==> src/rtl/ifetch_pkg.sv <==
// Shared widths and the instruction-buffer entry type for the fetch block.
package ifetch_pkg;

  localparam int PC_W       = 30;
  localparam int INST_W     = 32;
  localparam int IBUF_DEPTH = 2;
  localparam int CNT_W      = $clog2(IBUF_DEPTH + 1);
  localparam int PTR_W      = $clog2(IBUF_DEPTH);

  typedef struct packed {
    logic [INST_W-1:0] inst;
    logic [PC_W-1:0]   pc;
  } ibuf_entry_t;

  function automatic logic [PC_W-1:0] pc_next(input logic [PC_W-1:0] pc);
    return pc + PC_W'(1);
  endfunction

endpackage

==> src/rtl/inst_fetch_if.sv <==
// Fetch bus bundle: instruction ROM port, redirect request and decode-side stream.
interface inst_fetch_if;
  import ifetch_pkg::*;

  logic [PC_W-1:0]   imem_addr;
  logic [INST_W-1:0] imem_inst;
  logic              redirect;
  logic [PC_W-1:0]   redirect_target;
  logic              if_valid;
  logic              if_ready;
  logic [INST_W-1:0] if_inst;
  logic [PC_W-1:0]   if_pc;

  modport master (
    output imem_addr, if_valid, if_inst, if_pc,
    input  imem_inst, redirect, redirect_target, if_ready
  );

  modport slave (
    input  imem_addr, if_valid, if_inst, if_pc,
    output imem_inst, redirect, redirect_target, if_ready
  );

endinterface

==> src/rtl/ifetch_buf.sv <==
// Small {inst,pc} FIFO between the ROM response and decode; flush empties it in one cycle.
module ifetch_buf
  import ifetch_pkg::*;
(
  input  logic             clk,
  input  logic             rst,
  input  logic             push,
  input  logic             pop,
  input  logic             flush,
  input  ibuf_entry_t      wr_data,
  output ibuf_entry_t      head,
  output logic [CNT_W-1:0] count
);

  ibuf_entry_t      mem [IBUF_DEPTH];
  logic [PTR_W-1:0] rd_ptr;
  logic [PTR_W-1:0] wr_ptr;

  assign head = mem[rd_ptr];

  always_ff @(posedge clk or negedge rst) begin
    if (!rst) begin
      rd_ptr <= '0;
      wr_ptr <= '0;
      count  <= '0;
      for (int i = 0; i < IBUF_DEPTH; i++) mem[i] <= '0;
    end else if (flush) begin
      rd_ptr <= '0;
      wr_ptr <= '0;
      count  <= '0;
    end else begin
      if (push) begin
        mem[wr_ptr] <= wr_data;
        wr_ptr      <= wr_ptr + PTR_W'(1);
      end
      if (pop) rd_ptr <= rd_ptr + PTR_W'(1);
      case ({push, pop})
        2'b10:   count <= count + CNT_W'(1);
        2'b01:   count <= count - CNT_W'(1);
        default: count <= count;
      endcase
    end
  end

endmodule

==> src/rtl/inst_fetch.sv <==
// Instruction fetch front end: one ROM request in flight, 2-entry buffer, redirect flush.
// Optional IF_BYPASS_EN forwards the ROM response straight to decode when the buffer is empty.
module inst_fetch
  import ifetch_pkg::*;
#(
  parameter logic [PC_W-1:0] RESET_PC = 30'h0
) (
  input  logic          clk,
  input  logic          rst,
  inst_fetch_if.master  bus
);

  logic [PC_W-1:0]  fetch_pc;
  logic [PC_W-1:0]  fetch_addr;
  logic             inflight;
  logic [PC_W-1:0]  inflight_pc;
  logic [CNT_W-1:0] buf_count;
  ibuf_entry_t      buf_head;
  ibuf_entry_t      wr_entry;
  logic             bypass;
  logic             valid;
  logic             pop;
  logic             push;
  logic             buf_pop;
  logic             issue;
  logic [CNT_W:0]   occupancy;

  always_comb begin
    fetch_addr = bus.redirect ? bus.redirect_target : fetch_pc;
    bus.imem_addr = fetch_addr;

`ifdef IF_BYPASS_EN
    bypass = (buf_count == '0) & inflight & ~bus.redirect;
`else
    bypass = 1'b0;
`endif

    valid        = (buf_count != '0) | bypass;
    bus.if_valid = valid;
    bus.if_inst  = bypass ? bus.imem_inst : buf_head.inst;
    bus.if_pc    = bypass ? inflight_pc   : buf_head.pc;

    pop     = valid & bus.if_ready & ~bus.redirect;
    // a bypassed response that decode takes this cycle never enters the buffer
    push    = inflight & ~bus.redirect & ~(bypass & pop);
    buf_pop = pop & ~bypass;

    wr_entry.inst = bus.imem_inst;
    wr_entry.pc   = inflight_pc;

    occupancy = {1'b0, buf_count} + (CNT_W+1)'(inflight) - (CNT_W+1)'(pop);
    issue     = bus.redirect | (occupancy < (CNT_W+1)'(IBUF_DEPTH));
  end

  always_ff @(posedge clk or negedge rst) begin
    if (!rst) begin
      fetch_pc    <= RESET_PC;
      inflight    <= 1'b0;
      inflight_pc <= '0;
    end else begin
      inflight <= issue;
      if (issue) begin
        inflight_pc <= fetch_addr;
        fetch_pc    <= pc_next(fetch_addr);
      end
    end
  end

  ifetch_buf u_buf (
    .clk     (clk),
    .rst     (rst),
    .push    (push),
    .pop     (buf_pop),
    .flush   (bus.redirect),
    .wr_data (wr_entry),
    .head    (buf_head),
    .count   (buf_count)
  );

endmodule

==> src/flat_wrapper.sv <==
// flat-port wrapper written by rule: the top's interface ports become plain ports
module inst_fetch_flat import ifetch_pkg::*;
#(
  parameter logic [PC_W-1:0] RESET_PC = 30'h0
)
  (clk, rst, bus_imem_addr, bus_if_valid, bus_if_inst, bus_if_pc, bus_imem_inst, bus_redirect, bus_redirect_target, bus_if_ready);
  inst_fetch_if bus_i ();
  input  logic clk;
  input  logic rst;
  output wire logic [$bits(bus_i.imem_addr)-1:0] bus_imem_addr;
  output wire logic [$bits(bus_i.if_valid)-1:0] bus_if_valid;
  output wire logic [$bits(bus_i.if_inst)-1:0] bus_if_inst;
  output wire logic [$bits(bus_i.if_pc)-1:0] bus_if_pc;
  input wire logic [$bits(bus_i.imem_inst)-1:0] bus_imem_inst;
  input wire logic [$bits(bus_i.redirect)-1:0] bus_redirect;
  input wire logic [$bits(bus_i.redirect_target)-1:0] bus_redirect_target;
  input wire logic [$bits(bus_i.if_ready)-1:0] bus_if_ready;
  assign bus_imem_addr = bus_i.imem_addr;
  assign bus_if_valid = bus_i.if_valid;
  assign bus_if_inst = bus_i.if_inst;
  assign bus_if_pc = bus_i.if_pc;
  assign bus_i.imem_inst = bus_imem_inst;
  assign bus_i.redirect = bus_redirect;
  assign bus_i.redirect_target = bus_redirect_target;
  assign bus_i.if_ready = bus_if_ready;
  inst_fetch #(.RESET_PC(RESET_PC)) u_core (.clk(clk), .rst(rst), .bus(bus_i));
endmodule
==> config.mk <==
export PLATFORM = sky130hd
export DESIGN_NAME = inst_fetch_flat
export DESIGN_NICKNAME = d
export VERILOG_FILES = /design/src/rtl/ifetch_pkg.sv /design/src/rtl/inst_fetch_if.sv /design/src/rtl/ifetch_buf.sv /design/src/rtl/inst_fetch.sv /design/src/flat_wrapper.sv
export SDC_FILE = /design/constraint.sdc
export NUM_CORES = 1
export LEC_CHECK = 0
export ABC_AREA = 1
export CAP_MARGIN = 20
export CORE_UTILIZATION = 39
export DETAILED_ROUTE_END_ITERATION = 6
export PLACE_DENSITY = 0.67
export SLEW_MARGIN = 20
export SYNTH_ARGS = -nofsm -noshare
export SYNTH_HDL_FRONTEND = slang
export SYNTH_SLANG_ARGS = --single-unit
==> constraint.sdc <==
create_clock -name clk -period 2.7 [get_ports clk]
set_clock_uncertainty 0.05 [all_clocks]
set_input_delay 0.405 -clock clk [delete_from_list [all_inputs] [get_ports clk]]
set_output_delay 0.405 -clock clk [all_outputs]
set_load 0.02 [all_outputs]
# Word level (Yosys, flattened, before mapping)

Index checks and enable logic that the tools add are counted.

Bitwise logic cells: 7
Mux-type cells: 13
Shifts and indexed selects: 0
Add/subtract/negate cells: 7
Reduce and logical (&&, ||, !) cells: 6
Equality and inequality tests: 2
$mul: 0
Div/mod/pow operators: 0
$lt $le $gt $ge: 4

Operator list:

| kind                                                      | number |
|---|---|
| two-way mux 62 bit                                        | 4 |
| bitwise mux 124 bit                                       | 1 |
| demux 62 bit (select 1 bit)                               | 1 |
| adder 30 x 1 -> 30 bit (second input constant)            | 1 |
| two-way mux 30 bit                                        | 1 |
| nonzero test 2 bit                                        | 3 |
| greater-or-equal comparator 2 bit (second input constant) | 2 |
| two-way mux 1 bit                                         | 4 |
| NOT 1 -> 2 bit                                            | 2 |
| case mux 2 bit (2 select lines)                           | 1 |
| adder 2 x 1 -> 3 bit                                      | 1 |
| AND 1 bit                                                 | 3 |
| < comparator 3 x 2 -> 1 bit (second input constant)       | 1 |
| nonzero test 3 bit                                        | 1 |
| subtractor 3 x 1 -> 3 bit                                 | 1 |
| adder 1 bit (second input constant)                       | 2 |
| adder 2 x 1 -> 2 bit (second input constant)              | 1 |
| equality test 2 x 1 -> 1 bit (second input constant)      | 1 |
| equality test 2 bit (second input constant)               | 1 |
| < comparator 2 x 1 -> 1 bit (second input constant)       | 1 |
| two-way mux 2 bit                                         | 1 |
| AND reduction 2 bit                                       | 1 |
| subtractor 2 x 1 -> 2 bit (second input constant)         | 1 |
| logical AND 1 bit                                         | 1 |
| 2 further kinds                                           | 2 |

Output and inout bits: 93
ROM bits: 0
Bits in latches: 0
Memories kept: 0
Input bits: 66
Register bits: 189
Bits in writable memories: 0

# Longest topological paths before layout

Gate-level depths: netlist (run 1).

Depth in word-level cells: 6
Depth in mapped cells: 18
Depth with buffers taken out: 14

# Modules after synthesis

A second synthesis (run 1) with hierarchy kept.

Cells, all modules: 1080
Area, all modules: 9166.3 µm²

Modules (own cells, without submodules):

| module     | area each (µm²) | sequential area each (µm²) | times used | cells an instance |
|---|---|---|---|---|
| ifetch_buf | 5617.9          | 3203.1                     | 1          | 560 |
| inst_fetch | 3548.4          | 1526.5                     | 1          | 520 |

# Worst setup path before layout (run 1)

No wires, ideal clock.

Kind: input-to-reg
Start: input bus_redirect
End: register u_core.fetch_pc[22]
Buffers on the path: 4
Setup slack: -146 ps
Data required time: 2526 ps
Arrival: 2672 ps
Setup time: 124 ps
Cell stages on the path: 18
Cells stage by stage: buf_6 -> inv_8 -> buf_12 -> buf_6 -> nand2_1 -> inv_1 -> ha_1 -> or2_2 -> fa_1 -> inv_1 -> nand2_1 -> nand3_1 -> nand2_1 -> inv_2 -> clkbuf_1 -> a21oi_1 -> nand2_1 -> nand3_1

Word-level cells in the longest chain between the ends: 5

Ends and longest elaborated chain:

| item                        | RTL line           | text |
|---|---|---|
| start: declaration          | flat_wrapper.sv:15 | `input wire logic [$bits(bus_i.redirect)-1:0] bus_redirect;` |
| NOT 1 bit (no source line)  | --                 |  |
| AND 1 bit                   | inst_fetch.sv:43   | `pop = valid & bus.if_ready & ~bus.redirect;` |
| subtractor 3 x 1 -> 3 bit   | inst_fetch.sv:51   | `occupancy = {1'b0, buf_count} + (CNT_W+1)'(inflight) - (CNT_W+1)'(pop);` |
| < comparator 3 x 2 -> 1 bit | inst_fetch.sv:52   | `issue = bus.redirect \| (occupancy < (CNT_W+1)'(IBUF_DEPTH));` |
| bitwise OR 1 bit            | inst_fetch.sv:52   |  |
| end signal: assignment      | inst_fetch.sv:64   | `fetch_pc <= pc_next(fetch_addr);` |
| end: declaration            | inst_fetch.sv:13   | `logic [PC_W-1:0] fetch_pc;` |

Several ways; a longest one is shown, not always the timed one.
A chain may end at the register's enable or synchronous reset.

# Worst setup path in the final report (run 1)

Start: input bus_if_ready
End: register u_core.fetch_pc[27]

Word-level cells in the longest chain between the ends: 5

Ends and longest elaborated chain:

| item                        | RTL line           | text |
|---|---|---|
| start: declaration          | flat_wrapper.sv:17 | `input wire logic [$bits(bus_i.if_ready)-1:0] bus_if_ready;` |
| AND 1 bit (2 in series)     | inst_fetch.sv:43   |  |
| subtractor 3 x 1 -> 3 bit   | inst_fetch.sv:51   |  |
| < comparator 3 x 2 -> 1 bit | inst_fetch.sv:52   |  |
| bitwise OR 1 bit            | inst_fetch.sv:52   |  |

No other way between the ends.

==> impl_metrics.tcl, run 1 <==
set metrics [dict create \
    status "complete, no violations" \
    fp-row-count 55 \
    ir_drop_uv 573.4 \
    avgRoutedWirePerCell_microns 13.99 \
    met3_usage_pct 2.953 \
    placedCellCount 1617 \
    tritoncts_clock_tree "built" \
    post-place-ws_ns -0.4407 \
    ioPinCount 159 \
    final_nets 1396 \
    clock-root-buffer "sky130_fd_sc_hd__clkbuf_16" \
    vias_per_cell 4.774 \
    core-area_sq_mm 0.02285 \
    worstSetupStartpointType "input port" \
    timing_worst_slew_pin_value_ns 0.7954 \
    cp_data_required_time_ns 3.01 \
    synthToLayoutAreaGrowth_pct 29.64 \
    clk_sink_count 189 \
    grt_use_met1_pct 28.83 \
    num-fill-cells 2201 \
    grt-busiest-layer "met2" \
    setup_viol 0 \
    globalRouteTotalUtil_pct 19.64 \
    yosysWarnings 0 \
    synth_area_sq_mm 0.009193 \
    period_minus_slack_ns 2.616 \
    non_filler_instances 1653 \
    syn_inst 1176 \
    initial_drc_count 568 \
    critPathCaptureType "register" \
    grt_first_pass_wirelength_microns 37670 \
    rr_worst_depth 13 \
    rrSetupSlack_ns 0.11 \
    grt.overflow.total 0 \
    classification_of_the_worst_slack_hold_path "reg -> reg" \
    clkTransAtPathRegs_ns 0.07 \
    ys_seq_area_share_pct 51.45 \
    die_h_microns 155.5 \
    place.port_buffers 158 \
    place_congestion 0.7985 \
    grt.met2_usage_pct 30.43 \
    drt_first_pass_iters 5 \
    htree_num_levels 4 \
    clk-insertion-delay-late_ns 0.43 \
    cts_max_path_buffers 2 \
    rsz_0062_raised_after_global_routing "yes" \
    num_vias 7891 \
    power-per-cell-area_mw_per_mm2 1172 \
    fp.dieArea_sq_mm 0.02419 \
    critical_path.endpoint "u_core.fetch_pc[27]" \
    floorplan.die.width_microns 155.5 \
    timing.max_cap.violations 0 \
    final_antenna_net_count 0 \
    totalWireLength_microns 23120 \
    detailedPlacementHpwl_microns 15450 \
    antenna_found_initial 0 \
    timing_worst_setup_path_type "in -> reg" \
    r2r_end "u_core.fetch_pc[27]" \
    initial_utilization_pct 40.24 \
    grt_max_degree 90 \
    final_critical_path_setup_slack_ns 0.08365 \
    detail_route.drc_violations 0 \
    final_hold_fails 0 \
    first_global_vias 7458 \
    critical_path_peak_fanout 13 \
    reg2reg_start "u_core.u_buf.count[0]" \
    n_antenna_cell 0 \
    final_util_pct 52.16 \
    cp-startpoint "bus_if_ready" \
    layout_worst_path_cycle_share_pct 96.90 \
    yosysUniqueCellTypes 36 \
    cts-buffers-inserted 17 \
    relSlewSlack_pct 46.98 \
    drive_gt1_share_pct 11.19 \
    worstPathArrival_ns 2.93 \
    ys_ff_latch 189 \
    timing.fmax_mhz 382.2 \
    p_leak_nw 5.753 \
    maxSlewViolCount 0 \
    syn_nets 1245 \
    postSynthAreaPerCell_sq_um 7.817 \
]
area by class of cell:
class | count | area, sq um | area share [%]
clock buffer | 20 | 466.7 | 3.916
clock inverter | 12 | 126.4 | 1.060
inverter | 108 | 417.9 | 3.507
multi-input combinational | 820 | 3841 | 32.23
sequential | 189 | 4731 | 39.70
tap | 313 | 391.6 | 3.286
timing repair buffer | 191 | 1943 | 16.30
metrics by stage:
stage	instance area [sq um]	TNS [ns]	hold slack, ns	total power [mW]
after floorplan	9249	-0.1891	0.05941	8.589
after global placement	11190	-18.29	0.4158	11.14
after detailed placement	11190	-20.57	0.4164	11.27
after CTS	11800	0	0.4402	13.86
after global routing	11920	-0.02296	0.4516	15.02
final	11920	0	0.4347	13.96
routing by layer:
metal | wire (microns) | part of all wire (%)
met5 | 0 | 0
met2 | 10450 | 45
met1 | 11420 | 49
met4 | 163 | 0.70
met3 | 1096 | 4.7
Yosys cell counts:
cell / number / area (sq um)
sky130_fd_sc_hd__nand2_2: 22 / 137.6
sky130_fd_sc_hd__xnor2_1: 1 / 8.760
sky130_fd_sc_hd__nand2_1: 475 / 1783
sky130_fd_sc_hd__nand4_1: 7 / 43.79
sky130_fd_sc_hd__o211ai_1: 8 / 60.06
sky130_fd_sc_hd__a31oi_1: 1 / 6.260
sky130_fd_sc_hd__nor2_1: 50 / 187.7
sky130_fd_sc_hd__a21oi_1: 12 / 60.06
sky130_fd_sc_hd__inv_1: 102 / 382.9
sky130_fd_sc_hd__and2_1: 5 / 31.28
sky130_fd_sc_hd__fa_1: 1 / 20.02
sky130_fd_sc_hd__inv_8: 1 / 11.26
sky130_fd_sc_hd__buf_2: 19 / 95.09
sky130_fd_sc_hd__buf_6: 4 / 45.04
sky130_fd_sc_hd__nand3_2: 3 / 30.03
sky130_fd_sc_hd__xor2_1: 2 / 17.52
sky130_fd_sc_hd__o21ai_4: 1 / 16.27
sky130_fd_sc_hd__ha_1: 2 / 25.02
sky130_fd_sc_hd__nor2_2: 4 / 25.02
sky130_fd_sc_hd__clkbuf_1: 32 / 120.1
sky130_fd_sc_hd__buf_4: 1 / 7.510
sky130_fd_sc_hd__nand2_4: 8 / 90.09
sky130_fd_sc_hd__nor3_1: 1 / 5.000
sky130_fd_sc_hd__nand3b_1: 1 / 7.510
sky130_fd_sc_hd__buf_12: 1 / 20.02
sky130_fd_sc_hd__o21a_1: 1 / 7.510
sky130_fd_sc_hd__o21bai_1: 2 / 15.01
sky130_fd_sc_hd__or2_2: 2 / 12.51
sky130_fd_sc_hd__buf_8: 2 / 30.03
sky130_fd_sc_hd__inv_2: 5 / 18.77
sky130_fd_sc_hd__dfrtp_1: 189 / 4730
sky130_fd_sc_hd__nand3_1: 40 / 200.2
sky130_fd_sc_hd__o21ai_0: 151 / 755.7
sky130_fd_sc_hd__nor2_4: 9 / 101.4
sky130_fd_sc_hd__o21ai_1: 3 / 15.01
sky130_fd_sc_hd__o21ai_2: 8 / 70.07
state kept, by name, summed over array words and instances, names as in the netlist:
name and cells:
u_core.inflight_pc 30, u_core.u_buf.mem 124, u_core.u_buf.count 2, u_core.fetch_pc 30, u_core.u_buf.wr_ptr 1, u_core.u_buf.rd_ptr 1
u_core.inflight 1
repair_timing:
item / in CTS / in global routing
hold buffers: 1 / 0
gates resized for setup: 0 / 21
endpoints found under the hold margin: 69 / 0
setup endpoints to repair: 0 / 38
setup buffers: 0 / 2
where the power goes:
group | switching [mW] | total (mW) | leakage, nW | internal, mW
clock | 1.14 | 2.52 | 0.285 | 1.38
combinational | 3.93 | 6.66 | 3.11 | 2.73
sequential | 0.652 | 4.78 | 2.36 | 4.13
total | 5.73 | 14.0 | 5.75 | 8.24
cells in the final DEF (no fill, tap or decap), types with 3 or more instances in the layout:
cell type,instances
sky130_fd_sc_hd__nand2_1,474
sky130_fd_sc_hd__nand4_1,7
sky130_fd_sc_hd__o21ai_0,151
sky130_fd_sc_hd__clkbuf_16,18
sky130_fd_sc_hd__nand3_2,3
sky130_fd_sc_hd__inv_6,4
sky130_fd_sc_hd__nor2_4,14
sky130_fd_sc_hd__buf_12,7
sky130_fd_sc_hd__nor2_1,39
sky130_fd_sc_hd__nand3_1,38
sky130_fd_sc_hd__inv_8,4
sky130_fd_sc_hd__clkinvlp_4,3
sky130_fd_sc_hd__o21ai_2,8
sky130_fd_sc_hd__o211ai_1,8
sky130_fd_sc_hd__and2_1,5
sky130_fd_sc_hd__clkdlybuf4s50_1,156
sky130_fd_sc_hd__nor2_2,10
sky130_fd_sc_hd__nand2_4,9
sky130_fd_sc_hd__dfrtp_1,188
sky130_fd_sc_hd__a21oi_2,5
sky130_fd_sc_hd__nand2_2,22
sky130_fd_sc_hd__a21oi_1,7
sky130_fd_sc_hd__buf_4,22
sky130_fd_sc_hd__o21ai_1,3
sky130_fd_sc_hd__clkbuf_8,4
sky130_fd_sc_hd__inv_1,102
sky130_fd_sc_hd__inv_2,4
worst min path at each step:
stage | cells after the start | start | to | slack, ns
6_report | 2 | u_core.u_buf.mem[81] | u_core.u_buf.mem[81] | 0.43
5_1_grt | 2 | u_core.u_buf.mem[83] | u_core.u_buf.mem[83] | 0.45
4_1_cts | 2 | u_core.u_buf.mem[81] | u_core.u_buf.mem[81] | 0.44
3_5_place_dp | 1 | rst | u_core.u_buf.mem[55] | 0.42
3_3_place_gp | 1 | rst | u_core.u_buf.mem[117] | 0.42
2_1_floorplan | 0 | rst | u_core.fetch_pc[0] | 0.06
kinds of logic (layout without fill, tap and decap cells):
group	count (synthesis)	after routing	synth area share, %
AO/OA/AOI/OAI	187	187	10.94
flip-flops	189	189	51.45
XOR/XNOR	3	3	0.2859
buffers and inverters	167	331	7.949
AND/OR/NAND/NOR	627	627	28.88
adder cells (fa/ha/maj)	3	3	0.4900
worst max-delay path, cell delays in order:
cell	delay [ns]
sky130_fd_sc_hd__clkdlybuf4s50_1	0.49
sky130_fd_sc_hd__o21a_1	0.14
sky130_fd_sc_hd__nand2_1	0.05
sky130_fd_sc_hd__inv_1	0.07
sky130_fd_sc_hd__ha_1	0.22
sky130_fd_sc_hd__or2_4	0.25
sky130_fd_sc_hd__fa_2	0.54
sky130_fd_sc_hd__nand3_2	0.09
sky130_fd_sc_hd__nand2_4	0.13
sky130_fd_sc_hd__inv_6	0.07
sky130_fd_sc_hd__buf_6	0.15
sky130_fd_sc_hd__nor2_2	0.12
sky130_fd_sc_hd__nand3_1	0.09
sky130_fd_sc_hd__nand3_1	0.09
Note: power is estimated with default switching activity, not from simulation.
==> inputs of run 2 (changes only) <==
- CORE_UTILIZATION: 39 -> 40
- PLACE_DENSITY: 0.67 -> 0.69
==> run 2 against run 1 <==
Against the previous run:
- the flow now finishes with violations (DRC)
- first-iteration DRC count down 6.2%
- combinational power up 3%
- setup slack better by 0.0050 ns
- hold slack worse by 0.00096 ns
- sequential share of layout area about the same
- count of clock-buffer cells in the layout down 1
- power up 0.92%
- sequential cell count unchanged
- highest routed layer unchanged
==> impl_metrics.tcl, run 2 (same netlist as run 1, synthesis figures left out) <==
set metrics [dict create \
    status "finished with violations" \
    failed_checks "DRC" \
    post-place-ws_ns -0.4027 \
    n_antenna_cell 0 \
    worstPathArrival_ns 2.88 \
    synthToLayoutAreaGrowth_pct 29.59 \
    num-fill-cells 2149 \
    avgRoutedWirePerCell_microns 14.36 \
    top_regs "u_core.u_buf.mem: 124 flops, u_core.fetch_pc: 30 flops, u_core.inflight_pc: 30 flops" \
    ir_drop_uv 471.8 \
    floorplan.die.width_microns 153.6 \
    clkTransAtPathRegs_ns 0.08 \
    critical_path_peak_fanout 15 \
    maxSlewViolCount 0 \
    tns_ns 0 \
    ioPinCount 159 \
    place_congestion 0.8203 \
    rrSetupSlack_ns 0.09 \
    final_antenna_net_count 0 \
    totalWireLength_microns 23360 \
    cp_data_required_time_ns 2.97 \
    htree_num_levels 4 \
    timing.fmax_mhz 382.9 \
    initial_utilization_pct 40.73 \
    power-per-cell-area_mw_per_mm2 1183 \
    drt_first_pass_iters 7 \
    rr_worst_depth 13 \
    p_leak_nw 5.784 \
    timing_worst_slew_pin_value_ns 0.7554 \
    clock-root-buffer "sky130_fd_sc_hd__clkbuf_16" \
    finalInstanceArea_sq_mm 0.01191 \
    place.port_buffers 158 \
    die_h_microns 153.6 \
    layout.cells.most_common "sky130_fd_sc_hd__nand2_1" \
    most-common-layout-cells "sky130_fd_sc_hd__nand2_1 (473), sky130_fd_sc_hd__dfrtp_1 (188), sky130_fd_sc_hd__clkdlybuf4s50_1 (152)" \
    detail_route.drc_violations 5 \
    regMostFlops "u_core.u_buf.mem" \
    num_vias 7969 \
    antenna_found_initial 0 \
    final_critical_path_setup_slack_ns 0.08861 \
    clk-insertion-delay-late_ns 0.43 \
    final_util_pct 52.78 \
    drive_gt1_share_pct 11.19 \
    final_nets 1397 \
    timing.max_cap.violations 0 \
    timing_worst_setup_path_type "reg -> reg" \
    post_dp_cell_area_sq_mm 0.01114 \
    cp-startpoint "u_core.u_buf.count[1]" \
    layout_worst_path_cycle_share_pct 96.72 \
    critical_path.endpoint "u_core.fetch_pc[19]" \
    tritoncts_clock_tree "built" \
    globalRouteTotalUtil_pct 20.08 \
    first_global_vias 7506 \
    grt_first_pass_wirelength_microns 38050 \
    setup_viol 0 \
    relSlewSlack_pct 49.64 \
    grt.overflow.total 0 \
    fp-row-count 55 \
    fp.dieArea_sq_mm 0.02359 \
    vias_per_cell 4.901 \
    reg2reg_start "u_core.u_buf.count[1]" \
    classification_of_the_worst_slack_hold_path "reg -> reg" \
    core-area_sq_mm 0.02257 \
    detailedPlacementHpwl_microns 15250 \
    final_hold_fails 0 \
    initial_drc_count 533 \
    cts_max_path_buffers 2 \
    critPathCaptureType "register" \
    worstSetupStartpointType "register" \
    clk_sink_count 189 \
    grt_max_degree 125 \
    largest_register_ff_count 124 \
    period_minus_slack_ns 2.611 \
    cts-buffers-inserted 17 \
    r2r_end "u_core.fetch_pc[19]" \
]
[run 2: cell count changes in the layout (fill, tap and decap cells not counted), sizes merged]
cell	before	now
dlymetal6s2s	0	1
clkdlybuf4s50	156	152
buf	32	34
clkbuf	22	23
clkinv	2	3
[run 2: worst max-delay path: stages (launching register included)]
cell,delay [ns]
sky130_fd_sc_hd__dfrtp_1,0.38
sky130_fd_sc_hd__o21a_1,0.20
sky130_fd_sc_hd__nand2_1,0.05
sky130_fd_sc_hd__inv_1,0.04
sky130_fd_sc_hd__ha_1,0.26
sky130_fd_sc_hd__or2_4,0.25
sky130_fd_sc_hd__fa_2,0.45
sky130_fd_sc_hd__nand3_4,0.14
sky130_fd_sc_hd__nand2_8,0.08
sky130_fd_sc_hd__buf_12,0.16
sky130_fd_sc_hd__clkbuf_16,0.17
sky130_fd_sc_hd__and2_1,0.14
sky130_fd_sc_hd__nand2_1,0.06
sky130_fd_sc_hd__nand3_1,0.06
[run 2: power breakdown]
part / internal, mW / leakage, nW / total, mW / switching [mW]
clock network: 1.34 / 0.281 / 2.48 / 1.13
logic: 2.83 / 3.15 / 6.83 / 4.00
registers: 4.13 / 2.36 / 4.78 / 0.647
total: 8.31 / 5.78 / 14.1 / 5.78
[run 2: what timing repair did]
item	CTS	global route
resized for setup	0	16
endpoints found under the setup margin	0	43
hold buffers	1	0
endpoints found under the hold margin	55	0
buffers inserted	0	4
[run 2: how the worst min path moves through the flow]
stage / depth (start not counted) / slack (ns) / to / startpoint
after floorplan: 0 / 0.06 / u_core.fetch_pc[0] / rst
after global placement: 1 / 0.38 / u_core.u_buf.mem[57] / rst
after detailed placement: 1 / 0.38 / u_core.u_buf.mem[120] / rst
after CTS: 2 / 0.44 / u_core.u_buf.mem[114] / u_core.u_buf.mem[114]
after global routing: 2 / 0.46 / u_core.u_buf.mem[57] / u_core.u_buf.mem[57]
final: 2 / 0.43 / u_core.u_buf.mem[63] / u_core.u_buf.mem[63]
[run 2: cell type report]
class	count	area, sq um	share of cell area, %
well taps	285	356.6	2.993
flip-flops and latches	189	4731	39.71
multi-input cells	820	3832	32.17
clock inverters	13	128.9	1.082
inverters	108	417.9	3.508
repair buffers	192	1993	16.73
clock buffers	19	452.9	3.802
[run 2: stage by stage]
stage	hold slack, ns	power, mW	cells
after floorplan	0.05941	8.589	1176
after global placement	0.3802	11.13	1586
after detailed placement	0.3840	11.27	1586
after CTS	0.4398	13.82	1619
after global routing	0.4568	15.15	1626
final	0.4337	14.09	1626
[run 2: per-layer routing]
layer	share of wire (%)	up-vias	GRT usage (%)
li1	-	3973	-
met5	0	-	0
met3	5.5	20	3.523
met4	1.2	0	5.095
met2	46	262	31.84
met1	47	3714	28.42
